**config.mk**
```make
export PLATFORM = sky130hd
export DESIGN_NAME = lstm_seq_ctrl
export DESIGN_NICKNAME = d
export VERILOG_FILES = /design/src/rtl/lstm_seq_ctrl.sv
export SDC_FILE = /design/constraint.sdc
export NUM_CORES = 1
export LEC_CHECK = 0
export CELL_PAD_IN_SITES_DETAIL_PLACEMENT = 0
export CELL_PAD_IN_SITES_GLOBAL_PLACEMENT = 1
export CORE_MARGIN = 4
export CORE_UTILIZATION = 38
export CTS_CLUSTER_DIAMETER = 150
export DETAILED_ROUTE_END_ITERATION = 7
export GPL_TIMING_DRIVEN = 0
export HOLD_SLACK_MARGIN = 0.15
export PLACE_DENSITY = 0.95
export SKIP_CTS_REPAIR_TIMING = 1
export SLEW_MARGIN = 20
export SYNTH_ARGS = -nofsm -noshare
export SYNTH_HDL_FRONTEND = slang
export SYNTH_SLANG_ARGS = --single-unit
```
**constraint.sdc**
```tcl
create_clock -name fpga_clk -period 3.5 [get_ports fpga_clk]
set_input_delay 0.7 -clock fpga_clk [delete_from_list [all_inputs] [get_ports fpga_clk]]
set_output_delay 0.7 -clock fpga_clk [all_outputs]
set_load 0.01 [all_outputs]
```
**src/rtl/lstm_seq_ctrl.sv**
```systemverilog
// Run sequencer for the LSTM accelerator: weight loads, then per-timestep input write, calc and output read.
// Optional LSTM_SEQ_KEEP_WEIGHTS_EN lets a run skip the weight loads when weights are already resident.
module lstm_seq_ctrl #(
    parameter int MAIN_MEM_ADD_LEN = 11,
    parameter int FEATURES         = 4,
    parameter int WEIGHTS          = 64,
    parameter int CYCLES           = 10,
    localparam int STEP_W          = (CYCLES > 1) ? $clog2(CYCLES) : 1
) (
    input  logic                        fpga_clk,
    input  logic                        reset_n,
    input  logic                        run,
    input  logic                        keep_weights,
    input  logic                        xfer_done,
    input  logic                        calc_done,
    output logic [2:0]                  op_mode,
    output logic                        direct,
    output logic [MAIN_MEM_ADD_LEN-1:0] main_mem_count,
    output logic [MAIN_MEM_ADD_LEN-1:0] main_mem_first_address,
    output logic                        start,
    output logic                        calc_start,
    output logic [STEP_W-1:0]           step_idx,
    output logic                        busy,
    output logic                        done
);

    localparam int AW = MAIN_MEM_ADD_LEN;

    localparam logic [AW-1:0] IN_FIRST  = '0;
    localparam logic [AW-1:0] W1_FIRST  = AW'(FEATURES * CYCLES);
    localparam logic [AW-1:0] W2_FIRST  = W1_FIRST + AW'(WEIGHTS);
    localparam logic [AW-1:0] OUT_FIRST = W2_FIRST + AW'(WEIGHTS);
    localparam logic [AW-1:0] FEAT_CNT  = AW'(FEATURES);
    localparam logic [AW-1:0] WGT_CNT   = AW'(WEIGHTS);
    localparam logic [STEP_W-1:0] LAST_STEP = STEP_W'(CYCLES - 1);

    // The output bank must end inside the addressable main memory.
    localparam longint MAP_END = 2 * longint'(FEATURES) * longint'(CYCLES) + 2 * longint'(WEIGHTS);
    generate
        if (MAP_END > (longint'(1) << MAIN_MEM_ADD_LEN)) begin : g_map_check
            $fatal(1, "lstm_seq_ctrl: memory map does not fit in MAIN_MEM_ADD_LEN bits");
        end
    endgenerate

    typedef enum logic [2:0] {
        IDLE    = 3'b000,
        INIT_W1 = 3'b001,
        INIT_W2 = 3'b010,
        W_IN    = 3'b011,
        CALC    = 3'b100,
        R_OUT   = 3'b101,
        DONE    = 3'b110
    } state_t;

    state_t state;

    function automatic logic [AW-1:0] in_addr(input logic [STEP_W-1:0] s);
        return IN_FIRST + AW'(s) * FEAT_CNT;
    endfunction

    function automatic logic [AW-1:0] out_addr(input logic [STEP_W-1:0] s);
        return OUT_FIRST + AW'(s) * FEAT_CNT;
    endfunction

    logic skip_load;
`ifdef LSTM_SEQ_KEEP_WEIGHTS_EN
    logic weights_valid;
    assign skip_load = keep_weights & weights_valid;
`else
    logic unused_keep_weights;
    assign unused_keep_weights = keep_weights;
    assign skip_load = 1'b0;
`endif

    assign op_mode = state;

    // Completions are ignored while the kick of the current state is still high.
    always_ff @(posedge fpga_clk or negedge reset_n) begin
        if (!reset_n) begin
            state                  <= IDLE;
            direct                 <= 1'b0;
            main_mem_count         <= '0;
            main_mem_first_address <= '0;
            start                  <= 1'b0;
            calc_start             <= 1'b0;
            step_idx               <= '0;
            busy                   <= 1'b0;
            done                   <= 1'b0;
`ifdef LSTM_SEQ_KEEP_WEIGHTS_EN
            weights_valid          <= 1'b0;
`endif
        end else begin
            start      <= 1'b0;
            calc_start <= 1'b0;
            done       <= 1'b0;
            case (state)
                IDLE: begin
                    if (run) begin
                        busy   <= 1'b1;
                        start  <= 1'b1;
                        direct <= 1'b0;
                        if (skip_load) begin
                            state                  <= W_IN;
                            main_mem_count         <= FEAT_CNT;
                            main_mem_first_address <= in_addr('0);
                        end else begin
                            state                  <= INIT_W1;
                            main_mem_count         <= WGT_CNT;
                            main_mem_first_address <= W1_FIRST;
                        end
                    end
                end
                INIT_W1: begin
                    if (xfer_done && !start) begin
                        state                  <= INIT_W2;
                        start                  <= 1'b1;
                        main_mem_count         <= WGT_CNT;
                        main_mem_first_address <= W2_FIRST;
                    end
                end
                INIT_W2: begin
                    if (xfer_done && !start) begin
                        state                  <= W_IN;
                        start                  <= 1'b1;
                        main_mem_count         <= FEAT_CNT;
                        main_mem_first_address <= in_addr(step_idx);
`ifdef LSTM_SEQ_KEEP_WEIGHTS_EN
                        weights_valid          <= 1'b1;
`endif
                    end
                end
                W_IN: begin
                    if (xfer_done && !start) begin
                        state                  <= CALC;
                        calc_start             <= 1'b1;
                        direct                 <= 1'b0;
                        main_mem_count         <= '0;
                        main_mem_first_address <= '0;
                    end
                end
                CALC: begin
                    if (calc_done && !calc_start) begin
                        state                  <= R_OUT;
                        start                  <= 1'b1;
                        direct                 <= 1'b1;
                        main_mem_count         <= FEAT_CNT;
                        main_mem_first_address <= out_addr(step_idx);
                    end
                end
                R_OUT: begin
                    if (xfer_done && !start) begin
                        direct <= 1'b0;
                        if (step_idx == LAST_STEP) begin
                            state                  <= DONE;
                            done                   <= 1'b1;
                            main_mem_count         <= '0;
                            main_mem_first_address <= '0;
                        end else begin
                            state                  <= W_IN;
                            start                  <= 1'b1;
                            step_idx               <= step_idx + 1'b1;
                            main_mem_count         <= FEAT_CNT;
                            main_mem_first_address <= in_addr(step_idx + 1'b1);
                        end
                    end
                end
                DONE: begin
                    state    <= IDLE;
                    busy     <= 1'b0;
                    step_idx <= '0;
                end
                default: begin
                    state                  <= IDLE;
                    busy                   <= 1'b0;
                    step_idx               <= '0;
                    direct                 <= 1'b0;
                    main_mem_count         <= '0;
                    main_mem_first_address <= '0;
                end
            endcase
        end
    end

endmodule
```
# [Yosys cells after proc, flatten, opt, wreduce, memory -nomap -nowiden]
# Index checks and enable logic that the tools add are counted.
[totals] wordCells=87 reg_bits=34 input_bits=6
[op_classes] bitwise_logic=4 add_sub_neg=2 n_eq_ne=15 n_reduce_logical=15 mux=42
[op_table] operator="$pmux W11 S7" n=2
[op_table] operator="$mux W11" n=11
[op_table] operator="$mux W3" n=8
[op_table] operator="$pmux W3 S6" n=1
[op_table] operator="$ne A2 B2 Y1 const B" n=7
[op_table] operator="$mux W1" n=13
[op_table] operator="$reduce_or A5 Y1" n=2
[op_table] operator="$add A8 B6 Y9 const A" n=1
[op_table] operator="$eq A3 B3 Y1 const B" n=3
[op_table] operator="$mux W4" n=2
[op_table] operator="$pmux W1 S4" n=2
[op_table] operator="$pmux W4 S2" n=1
[op_table] operator="$reduce_and A7 Y1" n=1
[op_table] operator="$eq A3 B2 Y1 const B" n=2
[op_table] operator="$mux W6" n=1
[op_table] operator="$reduce_and A6 Y1" n=1
[op_table] operator="$add A4 B1 Y4 const B" n=1
[op_table] operator="$eq A4 B4 Y1 const B" n=1
[op_table] operator="$not A1 Y1" n=4
[op_table] operator="$reduce_and A4 Y1" n=1
[op_table] operator="$reduce_or A2 Y1" n=2
[op_table] operator="$eq A3 B1 Y1 const B" n=1
[op_table] operator="$logic_not A3 Y1" n=1
[op_table] operator="$reduce_and A3 Y1" n=1
[op_table] operator="6 further kinds" n=8

# [Depth between registers and ports, before layout]
[logic_depth] ltp_word=4 mapped_depth=6 depth_no_buf=6

# [Worst setup path after synthesis]
# OpenSTA, ideal clock, no wires.
[synth_timing] kind="input to register" from="input xfer_done" to="register main_mem_count[2]" n_path_buf=1 required_ns=3.372 path_slack_ns=1.900 cell_stages=5 t_arrival_ns=1.472 path_cell_list="nand2b_4 > buf_6 > o211ai_2 > nand3_4 > mux2_1"
[synth_between] elab_chain_cells=3
[synth_lines] element="from (decl)" line="14" source="input logic xfer_done,"
[synth_lines] element="$logic_and A1 B1 Y1 *"
[synth_lines] element="$ne A2 B2 Y1 (no line)"
[synth_lines] element="$reduce_and A7 Y1 (no line) *"
[synth_lines] element="to (signal assigned)" line="117" source="main_mem_count <= WGT_CNT;"
[synth_lines] element="to (signal assigned)" line="125" source="main_mem_count <= FEAT_CNT;"
[synth_lines] element="to (signal assigned)" line="137" source="main_mem_count <= '0;"
[synth_lines] element="to (decl)" line="18" source="output logic [MAIN_MEM_ADD_LEN-1:0] main_mem_count,"
# Mark *: on every way between the ends. The rest lies on a longest branch, timed or not.
# A chain may end at the register's enable or synchronous reset.

# [Final worst setup path]
[layout_timing] from="register state[1], in the netlist op_mode[1]" to="output op_mode[1]"
[layout_rtl] element="from (decl)" line="55" source="state_t state;"
[layout_rtl] element="from (signal assigned)" line="80" source="state <= IDLE;"
[layout_rtl] element="from (signal assigned)" line="103" source="state <= W_IN;"
[layout_rtl] element="from (signal assigned)" line="107" source="state <= INIT_W1;"
[layout_rtl] element="to (decl)" line="16" source="output logic [2:0] op_mode,"
# No word-level cell between the ends.

==> impl_metrics.csv <==
group,metric,value,unit
clocking,cts_sinks,20,
sta,setup_violations,0,
worst_setup_path,path_class,"reg -> out",
synth,synth_top_family_by_area,"simple AND/OR/NAND/NOR gates",
sta,final.period_utilization,61.18,%
place,gp_congestion,0.8551,
flow_run,max_cap_violations,0,
cells_and_area,syn_to_final_growth,28.95,%
die,die_y,67.00,um
clocking,cts_max_path_buffers,2,
synth,synthTopCellsByArea,"dfrtp_1 (38%), buf_4 (9.1%), o2bb2ai_1 (4.0%), a21oi_1 (3.4%), nand2_1 (3.1%)",
sta,final.min_clock_period,2.141,ns
cells_and_area,drive_above_1_share,21.71,%
synth,synth_top_cell_by_area,"dfrtp_1",
worst_setup_path,crit_arrival,1.44,ns
sta,fmax,0.4670,GHz
synth,ys_seq_area_share,37.84,%
worst_setup_path,crit_buf_inv,1,
drt,viasPerCell,4.977,
drt,drc_errors,0,
die,row_count,21,
cells_and_area,fill_cells,334,
synth,synth_common_cells,"dfrtp_1 (20), buf_4 (16), nand2_1 (11)",
power_and_ir_drop,total_power,1.344,mW
global_routing,antenna_found_initial,0,
clocking,cts_tree,"yes",
clocking,clk_pin_slew,0.11,ns
place,pre_cts_ws,1.264,ns
hold_path,hold_end,"main_mem_first_address[5]",
place,hpwl,2.275,mm
synth,avgSynthCellArea,9.870,um^2
sta,finClkSkew,0.004907,ns
worst_setup_path,cp_slowest_cell,"clkdlybuf4s50_1",
global_routing,grt_usage,14.67,%
synth,yosys.cell_types.count,46,
global_routing,grt_max_degree,21,
run_status,status,"completed",
global_routing,grt_pass1_wl,4.988,mm
synth,synth_compound_area_share,19.68,%
synth,postSynth.asyncResetShare,100.0,%
power_and_ir_drop,vdd.ir_drop.worst,0.3110,mV
die,start_util,39.63,%
synth,synthAdderAreaFrac,2.838,%
sta,tightest_slew,0.9016,ns
drt,totalWireLength,2.962,mm
global_routing,grt_pass1_vias,1093,
cells_and_area,seq_area,500.5,um^2
worst_setup_path,worstPathMaxFanout,7,
power_and_ir_drop,p_leak,0.7857,nW
worst_setup_path,r2r_setup_slack,1.87,ns
cells_and_area,multiInputGateArea,690.7,um^2
synth,yosysWarnings,0,
worst_setup_path,timing.rr.end,"main_mem_first_address[3]",
worst_setup_path,cp_slowest_stage_delay,0.60,ns
synth,synth_xor_area_share,2.649,%
worst_setup_path,start_kind,"flip-flop",
die,dieArea,4488,um^2
sta,fin_ws,1.359,ns
worst_setup_path,endpoint_kind,"output pin",
worst_setup_path,ff2ff_path_depth,6,
worst_setup_path,r2r-start,"step_idx[1]",
synth,synthCells,134,
die,io_pins,40,
global_routing,grt.overflow.total,0,
worst_setup_path,path_cells,"clkdlybuf4s50_1",
worst_setup_path,startpoint,"op_mode[1]",
die,core_area,3337,um^2
cells_and_area,fin_area,1705,um^2
synth,yosysMostFrequentCell,"dfrtp_1",
drt,drt_iter0_drc,62,
hold_path,worstHoldStart,"main_mem_first_address[5]",
synth,synthSimpleGateAreaFrac,20.34,%
sta,relSlewSlack,39.70,%
place,portBuffers,24,
worst_setup_path,crit_required,2.80,ns
cells_and_area,num_antenna_cells,0,
drt,via_count,1100,
place,place_inst,217,
worst_setup_path,cp_top_family,"buffers and inverters",
sta,final_hold_viol_count,0,
clocking,insertion_delay,0.31,ns
hold_path,hold_depth,1,
sta,setup_tns,0,ns
sta,drv_slew,0,
clocking,numCtsBuffers,3,
sta,whs,0.5006,ns
sta,rsz0062_at_grt,"false",
place,placed_cell_area,1669,um^2
synth,synth_edf_count,0,
cells_and_area,final_util,51.11,%
synth,yosys_register_bits,20,
synth,synthesis.area,1323,um^2
power_and_ir_drop,power_density,787.9,nW/um^2
die,die_w,67.00,um
hold_path,hold_path.class,"reg -> reg",
clocking,htree_levels,1,
synth,ys.flop_type,"dfrtp_1",
drt,first_pass_iters,4,
clocking,cts_root_buf,"clkbuf_4",
cells_and_area,stdcell_count,221,
drt,wl_per_cell,13.40,um
synth,synth_top_area_share,37.84,%
cells_and_area,fin_nets,185,
synth,synthMuxAreaShare,2.744,%
drt,ant_nets,0,
[worst max path at each step]
stage	end	cells past startpoint
6_report	op_mode[1]	1
5_1_grt	op_mode[1]	1
4_1_cts	op_mode[1]	1
3_5_place_dp	main_mem_count[2]	6
3_3_place_gp	main_mem_count[2]	6
2_1_floorplan	main_mem_count[2]	5
[layer usage]
metal	wire length (um)	vias to the layer above	track usage, %
met5	0	-	0
met4	42	0	5.316
met3	181	5	2.698
met2	1400	34	24.01
met1	1337	531	19.15
li1	-	530	-
[registers in the layout, summed over array words and instances, names as in the netlist]
| register | cells |
|---|---|
| done | 1 |
| main_mem_first_address | 6 |
| main_mem_count | 2 |
| busy | 1 |
| direct | 1 |
| op_mode | 3 |
| calc_start | 1 |
| start | 1 |
| step_idx | 4 |
[cells in the final DEF, fill, tap and decap left out, types with 2 or more instances in the layout]
master | synthesis | layout
nand3b_1 | 3 | 3
dfrtp_1 | 20 | 20
ha_1 | 3 | 3
clkdlybuf4s50_1 | 0 | 24
buf_2 | 3 | 3
nand3_1 | 2 | 2
xnor2_1 | 3 | 3
inv_1 | 6 | 6
nand3_4 | 2 | 2
nand2_1 | 11 | 11
buf_4 | 16 | 16
buf_6 | 2 | 2
nand2b_1 | 3 | 3
o21ai_0 | 8 | 8
clkbuf_4 | 0 | 3
nor2_1 | 2 | 2
o2bb2ai_1 | 6 | 6
a21oi_1 | 9 | 9
nor3_1 | 4 | 4
nand3b_2 | 2 | 2
a21o_1 | 2 | 2
conb_1 | 1 | 14
[worst reg2reg max path: cells and delay by family, from the launching register on]
family	cells	cell delay [ns]
AO/OA/AOI/OAI	2	0.46
adder cells (fa/ha/maj)	1	0.17
buffers and inverters	1	0.13
flip-flops	1	0.46
AND/OR/NAND/NOR	2	0.31
[power by group]
part	switching, mW	internal (mW)
registers	0.0745	0.311
logic	0.420	0.403
clock network	0.0720	0.0635
[kinds of logic (layout without fill, tap and decap cells)]
family                   after synthesis  in the layout
multiplexers                           3              3
AO/OA/AOI/OAI                         37             37
flip-flops                            20             20
buffers and inverters                 27             55
other                                  1             14
AND/OR/NAND/NOR                       39             39
XOR/XNOR                               4              4
adder cells (fa/ha/maj)                3              3
[cell type report]
type                    count  share of cell area, %
plain buffers              21                  9.244
clock buffers               4                  2.128
inverters                   6                  1.321
multi-input cells         100                  40.50
flip-flops and latches     20                  29.35
well taps                  46                  3.375
repair buffers             24                  14.09
Note: power is estimated with default switching activity, not from simulation.
